[config.mk]
export PLATFORM = sky130hd
export DESIGN_NAME = t03_wb_arbiter
export DESIGN_NICKNAME = d
export VERILOG_FILES = /design/src/rtl/t03_wb_arbiter.sv
export SDC_FILE = /design/constraint.sdc
export NUM_CORES = 1
export LEC_CHECK = 0
export BUFFER_PORTS_ARGS = -buffer_cell sky130_fd_sc_hd__buf_2
export CAP_MARGIN = 20
export CORE_AREA = 2 2 121 123
export DETAILED_ROUTE_END_ITERATION = 6
export DIE_AREA = 0 0 123 125
export HOLD_SLACK_MARGIN = 0.05
export PLACE_DENSITY = 0.89
export SLEW_MARGIN = 30
export SYNTH_ARGS = -nofsm -noshare
export SYNTH_HDL_FRONTEND = slang
export SYNTH_SLANG_ARGS = --single-unit
export TNS_END_PERCENT = 30
[constraint.sdc]
create_clock -name clk -period 5.8 [get_ports clk]
set_input_delay 0.58 -clock clk [delete_from_list [all_inputs] [get_ports clk]]
set_output_delay 0.58 -clock clk [all_outputs]
set_load 0.02 [all_outputs]
[src/rtl/t03_wb_arbiter.sv]
// Two-requester Wishbone master arbiter: round-robin grant, single outstanding
// transaction, registered ack/err pulses and a per-transaction bus timeout.
module t03_wb_arbiter #(
    parameter int unsigned TIMEOUT = 255
) (
    input  logic        clk,
    input  logic        nrst,
    input  logic        req0,
    input  logic        req1,
    input  logic        we0,
    input  logic        we1,
    input  logic [31:0] adr0,
    input  logic [31:0] adr1,
    input  logic [31:0] wdat0,
    input  logic [31:0] wdat1,
    input  logic [3:0]  sel0,
    input  logic [3:0]  sel1,
    output logic [31:0] rdat0,
    output logic [31:0] rdat1,
    output logic        ack0,
    output logic        ack1,
    output logic        err0,
    output logic        err1,
    output logic [31:0] ADR_O,
    output logic [31:0] DAT_O,
    output logic [3:0]  SEL_O,
    output logic        WE_O,
    output logic        STB_O,
    output logic        CYC_O,
    input  logic [31:0] DAT_I,
    input  logic        ACK_I
);

    localparam int unsigned AW = 32;
    localparam int unsigned DW = 32;
    localparam int unsigned SW = 4;
    localparam int unsigned CW = 8;
    localparam logic [CW-1:0] TO_VAL = CW'(TIMEOUT);

    typedef enum logic [1:0] {
        S_IDLE = 2'd0,
        S_BUS  = 2'd1,
        S_DONE = 2'd2
    } state_t;

    state_t        state_q, state_d;
    logic          grant_q, grant_d;
    logic          last_q, last_d;
    logic [CW-1:0] cnt_q, cnt_d;
    logic [AW-1:0] adr_q, adr_d;
    logic [DW-1:0] dat_q, dat_d;
    logic [SW-1:0] sel_q, sel_d;
    logic          we_q, we_d;
    logic          cyc_q, cyc_d;
    logic [DW-1:0] rdat0_q, rdat0_d;
    logic [DW-1:0] rdat1_q, rdat1_d;
    logic          ack0_q, ack0_d;
    logic          ack1_q, ack1_d;
    logic          err0_q, err0_d;
    logic          err1_q, err1_d;

    logic          gnt_c;
    logic [CW-1:0] cnt_inc_c;

    // State and registered outputs; reset leaves last_q = 1 so requester 0 wins the first tie
    always_ff @(posedge clk or negedge nrst) begin
        if (!nrst) begin
            state_q <= S_IDLE;
            grant_q <= 1'b0;
            last_q  <= 1'b1;
            cnt_q   <= '0;
            adr_q   <= '0;
            dat_q   <= '0;
            sel_q   <= '0;
            we_q    <= 1'b0;
            cyc_q   <= 1'b0;
            rdat0_q <= '0;
            rdat1_q <= '0;
            ack0_q  <= 1'b0;
            ack1_q  <= 1'b0;
            err0_q  <= 1'b0;
            err1_q  <= 1'b0;
        end else begin
            state_q <= state_d;
            grant_q <= grant_d;
            last_q  <= last_d;
            cnt_q   <= cnt_d;
            adr_q   <= adr_d;
            dat_q   <= dat_d;
            sel_q   <= sel_d;
            we_q    <= we_d;
            cyc_q   <= cyc_d;
            rdat0_q <= rdat0_d;
            rdat1_q <= rdat1_d;
            ack0_q  <= ack0_d;
            ack1_q  <= ack1_d;
            err0_q  <= err0_d;
            err1_q  <= err1_d;
        end
    end

    // Tie goes to whoever was not granted last; otherwise the sole requester
    assign gnt_c     = (req0 && req1) ? ~last_q : req1;
    assign cnt_inc_c = cnt_q + CW'(1);

    always_comb begin
        state_d = state_q;
        grant_d = grant_q;
        last_d  = last_q;
        cnt_d   = cnt_q;
        adr_d   = adr_q;
        dat_d   = dat_q;
        sel_d   = sel_q;
        we_d    = we_q;
        cyc_d   = cyc_q;
        rdat0_d = rdat0_q;
        rdat1_d = rdat1_q;
        ack0_d  = 1'b0;
        ack1_d  = 1'b0;
        err0_d  = 1'b0;
        err1_d  = 1'b0;

        unique case (state_q)
            S_IDLE: begin
                cyc_d = 1'b0;
                adr_d = '0;
                dat_d = '0;
                sel_d = '0;
                we_d  = 1'b0;
                if (req0 || req1) begin
                    grant_d = gnt_c;
                    last_d  = gnt_c;
                    cnt_d   = '0;
                    cyc_d   = 1'b1;
                    adr_d   = gnt_c ? adr1  : adr0;
                    dat_d   = gnt_c ? wdat1 : wdat0;
                    sel_d   = gnt_c ? sel1  : sel0;
                    we_d    = gnt_c ? we1   : we0;
                    state_d = S_BUS;
                end
            end

            S_BUS: begin
                if (ACK_I) begin
                    // Ack wins even on the cycle the timeout would fire
                    cyc_d   = 1'b0;
                    adr_d   = '0;
                    dat_d   = '0;
                    sel_d   = '0;
                    we_d    = 1'b0;
                    state_d = S_DONE;
                    if (grant_q) begin
                        rdat1_d = DAT_I;
                        ack1_d  = 1'b1;
                    end else begin
                        rdat0_d = DAT_I;
                        ack0_d  = 1'b1;
                    end
                end else begin
                    cnt_d = cnt_inc_c;
                    if (cnt_inc_c == TO_VAL) begin
                        cyc_d   = 1'b0;
                        adr_d   = '0;
                        dat_d   = '0;
                        sel_d   = '0;
                        we_d    = 1'b0;
                        state_d = S_DONE;
                        if (grant_q) begin
                            rdat1_d = '0;
                            err1_d  = 1'b1;
                        end else begin
                            rdat0_d = '0;
                            err0_d  = 1'b1;
                        end
                    end
                end
            end

            S_DONE: begin
                state_d = S_IDLE;
            end

            default: begin
                state_d = S_IDLE;
                cyc_d   = 1'b0;
            end
        endcase
    end

    assign rdat0 = rdat0_q;
    assign rdat1 = rdat1_q;
    assign ack0  = ack0_q;
    assign ack1  = ack1_q;
    assign err0  = err0_q;
    assign err1  = err1_q;
    assign ADR_O = adr_q;
    assign DAT_O = dat_q;
    assign SEL_O = sel_q;
    assign WE_O  = we_q;
    assign STB_O = cyc_q;
    assign CYC_O = cyc_q;

endmodule

* Word level (Yosys, flattened, before mapping)
Index checks and enable logic that the tools add are counted.
** Cells by class
- Add/subtract/negate cells :: 1
- Equal/unequal tests :: 6
- Muxes and demuxes :: 48
- Bitwise logic cells :: 3
- Reductions and logical operators :: 12
** Operators with widths (number)
- 2-to-1 mux 32 bit :: 14
- case mux 32 bit (2 select lines) :: 2
- 2-to-1 mux 1 bit :: 18
- 2-to-1 mux 4 bit :: 4
- 2-to-1 mux 8 bit :: 2
- case mux 8 bit (2 select lines) :: 1
- AND reduction 3 bit :: 3
- adder 8 x 1 -> 8 bit (second input constant) :: 1
- == test 8 bit (second input constant) :: 1
- case mux 4 bit (2 select lines) :: 1
- AND reduction 2 bit :: 4
- 2-to-1 mux 2 bit :: 3
- != test 2 bit (second input constant) :: 2
- case mux 2 bit (2 select lines) :: 1
- nonzero test 2 bit :: 2
- != test 3 bit (second input constant) :: 1
- NOT 1 bit :: 3
- case mux 1 bit (3 select lines) :: 1
- == test 2 x 1 -> 1 bit (second input constant) :: 1
- == test 2 bit (second input constant) :: 1
- logical NOT 2 bit :: 1
- case mux 1 bit (2 select lines) :: 1
- logical AND 1 bit :: 1
- logical OR 1 bit :: 1
** Word-level totals
- Register bits :: 150
- Input port bits :: 175
- Word-level logic and storage cells :: 85

* Logic depth before layout (Yosys ltp)
- Depth in word-level cells :: 5
- Mapped depth :: 9
- Mapped depth without buffers :: 6

* Worst setup path before layout
No wires, ideal clock.
- Path type :: register to register
- From :: reg cnt_q[0]
- To :: reg dat_q[8], in the netlist DAT_O[8]
- Library setup time :: 0.132 ns
- Data arrival time :: 2.143 ns
- Path slack :: 3.525 ns
- Cell stages (with the launch flop) :: 10
- Buffers on the path :: 3
- Period minus slack after synthesis :: 2.275 ns
- Cells stage by stage :: dfrtp_1 > ha_1 > buf_2 > inv_1 > or3_1 > a2111oi_4 > o21ai_2 > buf_6 > buf_6 > o2bb2ai_1
** On the way
- Word-level cells in the longest chain between the ends :: 4
** Ends and longest elaborated chain
- start: declaration :: RTL line 49 : logic [CW-1:0] cnt_q, cnt_d;
- start signal: assignment :: RTL line 87 : cnt_q <= cnt_d;
- adder 8 x 1 -> 8 bit :: RTL line 104 : assign cnt_inc_c = cnt_q + CW'(1);
- == test 8 bit :: RTL line 161 : if (cnt_inc_c == TO_VAL) begin
- != test 3 bit (no line)
- AND reduction 2 bit (no line)
- end signal: assignment :: RTL line 89 : dat_q <= dat_d;
- end: declaration :: RTL line 51 : logic [DW-1:0] dat_q, dat_d;
No other way between the ends.
A chain may end at the register's enable or synchronous reset.

* Final worst setup path
- From :: reg cnt_q[0]
- To :: reg dat_q[11], in the netlist DAT_O[11]
Same word-level chain as after synthesis.

==> reports/qor.csv <==
stage,metric,value,unit
status,status,"complete, no violations",
power,Comb power frac,0.410,
worst_setup_path,CP Capture Type,flop,
power,P_sw,0.00196,W
global_route,first-pass GRT wire length,28600,microns
layout,post-route cell area,0.00876,sq mm
worst_setup_path,Setup crit start kind,flop,
yosys,Post-Syn Nets,685,
route,DR WL/cell,18.6,microns
floorplanning,core box area,0.0142,sq mm
worst_hold_path,Hold WC Path Type,input pin to asynchronous set/reset pin,
yosys,post-synthesis register bit count,150,
clock_network,number of setup buffers added after CTS,0,
placement,Detail Placement HPWL,13100,microns
yosys,"Seq/Total Area, Yosys",0.581,
global_route,All-Layer GR Usage,0.241,
power,sequential fraction of design power,0.366,
timing,headroom to the max-slew limit,0.449,
timing,Fin. Hold Viols,0,
power,Clk pwr share,0.225,
yosys,Ys Warns,0,
global_route,GRT overflow,0,
worst_setup_path,critical path type,flop to flop,
timing,Worst Tran Pin Value,0.827,ns
yosys,Mapped Area,0.00646,sq mm
worst_setup_path,CP required,6.06,ns
layout,fill count,1127,
timing,crit share post-route,0.466,
worst_setup_path,Buffers & Inverters on Critical Path,2,
timing,final setup vio count,0,
layout,Synth-to-Final Area Change,35.6,%
timing,fin. max-slew vios,0,
floorplanning,I/O pin total,314,
power,VDD IR max,0.378,mV
placement,Post-Place Cell Area,0.00815,sq mm
route,DR pass1 iterations,6,
placement,gpl congestion,0.783,
timing,min Tclk post-route,2.70,ns
global_route,antenna violations before repair,5,
floorplanning,DIE AREA,0.0154,sq mm
yosys,Yosys cell types,36,
worst_setup_path,CP max FO,69,
clock_network,CTS H-tree depth,4,
floorplanning,chip width,123,microns
route,Post-route DRC,0,
route,DR iter-0 viols,358,
worst_setup_path,CP top delay family,compound AO/OA/AOI/OAI gates,
layout,area used by multi-input combinational logic,0.00251,sq mm
yosys,Avg Inst Size Synth,12.7,sq um
timing,final setup TNS,0,ns
layout,fraction of layout cells with a size suffix above 1,0.442,
clock_network,CTS tree,done,
worst_setup_path,Crit path largest cell delay,0.52,ns
route,total routed wirelength,18600,microns
floorplanning,Die H,125,microns
timing,Final Skew,0.00771,ns
global_route,vias in the first global route,5434,
route,Routed Antenna Nets,0,
clock_network,Inserted Clock Buffers,17,
yosys,Syn Inst Count,508,
power,pwr/cell area,559,mW/mm^2
worst_setup_path,CP Data Arrival Time,2.97,ns
job,Max-Cap Viols,0,
floorplanning,Initial Util,0.455,
clock_network,clk_lat worst skew,0.41,ns
power,sw frac,0.401,
floorplanning,Std-Cell Rows,44,
clock_network,clk buf depth,2,
global_route,largest net degree at the start of global routing,97,
power,Int Power,0.00293,W
timing,f_max,370,MHz
layout,FF/Latch Area,0.00375,sq mm
clock_network,"Reg clk slew, reported paths",0.06,ns
clock_network,CTS root buf,clkbuf_16,
route,Vias,5529,
placement,buffers added on ports,313,
clock_network,Post-CTS Resized,0,
layout,nets,977,
route,via density per instance,5.53,
power,Lkg Pwr,4.32,nW
timing,unrepaired setup endpoints after global routing,no,
worst_setup_path,slowest cell on the critical path,a2111oi_4,
clock_network,TritonCTS Sinks,150,
clock_network,hold buffers post-CTS,0,
worst_setup_path,"Critical Path, Cell by Cell",ha_1 -> inv_1 -> or3_1 -> a2111oi_4 -> o21ai_4 -> buf_4 -> o2bb2ai_1,
==> cells by family after synthesis <==
logic type,count (synthesis),synth area share
compound gates,164,0.221
xor+xnor,2,0.00271
fa+ha+maj,2,0.00387
buf+inv,53,0.0351
flops,150,0.581
mux,70,0.108
simple gates,67,0.0480
==> final timing paths <==
kind	end	slack, ns	startpoint	depth (start not counted)
hold reg to reg	DAT_O[29]$_DFFE_PN0P_	0.48	DAT_O[29]$_DFFE_PN0P_	1
max in group asynchronous	rdat0[9]$_DFFE_PN0P_	4.38	nrst	2
min in group clk	rdat1[16]$_DFFE_PN0P_	0.42	DAT_I[16]	3
setup / recovery	DAT_O[11]$_DFFE_PN0P_	3.10	cnt_q[0]$_DFFE_PN0P_	7
setup reg to reg	DAT_O[11]$_DFFE_PN0P_	3.10	cnt_q[0]$_DFFE_PN0P_	7
hold / removal	rdat0[23]$_DFFE_PN0P_	0.24	nrst	1
==> worst reg2reg max path: stages, from the launching register on <==
cell	delay (ns)
dfrtp_1	0.45
ha_1	0.33
inv_1	0.10
or3_1	0.43
a2111oi_4	0.52
o21ai_4	0.10
buf_4	0.33
o2bb2ai_1	0.31
==> placed cells by master, fill, tap and decap left out, types with 4 or more instances in the layout <==
master     count
clkbuf_16     17
nand2_1       37
nor2_1         5
inv_1          4
diode_2        4
mux2i_1       70
buf_2        312
a32o_1        32
nand4_1        6
dfrtp_1      149
o21ai_0       12
clkinv_2       4
o2bb2ai_1    102
buf_4          9
==> cell usage after synthesis (all sizes together) <==
library cell	n	share of area
a2111oi	1	0.0043
a21bo	2	0.0031
a21boi	1	0.0012
a21oi	3	0.0023
a22o	1	0.0014
a311o	1	0.0015
a31oi	2	0.0019
a32o	32	0.050
and2	3	0.0029
and3	3	0.0029
and4	1	0.0014
buf	14	0.012
clkbuf	35	0.020
dfrtp	149	0.58
dfstp	1	0.0041
ha	2	0.0039
inv	4	0.0023
mux2i	70	0.11
nand2	38	0.022
nand2b	3	0.0029
nand3	3	0.0023
nand3b	2	0.0023
nand4	6	0.0058
nor2	6	0.0035
nor2b	1	0.00097
o21ai	14	0.011
o21bai	1	0.0012
o22ai	1	0.00097
o2bb2ai	102	0.14
o31ai	3	0.0035
or3	1	0.00097
xor2	2	0.0027
==> registers in the layout, indices dropped and copies added (netlist names), 2 cells and up <==
name	flops
ADR_O	32
DAT_O	32
SEL_O	4
cnt_q	8
rdat0	32
rdat1	32
state_q	2
==> power by group through the flow <==
stage	Combinational [W]	Clock, W	Sequential [W]
floorplan	0.000715	0	0.00231
finish	0.00200	0.00110	0.00179
CTS	0.00201	0.00112	0.00178
global placement	0.00196	0	0.00178
global route	0.00214	0.00117	0.00184
detailed placement	0.00202	0	0.00178
==> metrics by stage <==
step | total power (W) | hold slack (ns) | util | worst slack (ns) | std cells
finish | 0.00489 | 0.237 | 0.617 | 3.10 | 1000
global route | 0.00516 | 0.298 | 0.616 | 2.90 | 999
CTS | 0.00492 | 0.289 | 0.616 | 3.12 | 996
detailed placement | 0.00380 | 0.469 | 0.574 | 3.12 | 965
global placement | 0.00374 | 0.466 | 0.574 | 3.22 | 965
floorplan | 0.00303 | 0.284 | - | 3.52 | 508
==> area by class of cell <==
cell class              count  share of cell area
flip-flops and latches    150               0.429
multi-input cells         305               0.287
repair buffers            322               0.188
clock buffers              22              0.0530
well taps                 184              0.0263
clock inverters             9              0.0144
inverters                   4             0.00171
diodes                      4             0.00114
==> metal layers <==
metal,up-vias,wire length [microns],GRT usage,share of wire
li1,2549,-,-,-
met3,41,1680,0.0835,0.090
met1,2687,7150,0.291,0.38
met2,250,9180,0.390,0.49
met4,2,579,0.108,0.031
met5,-,16,0,0.00086
Power figures use the tool's default switching activity.
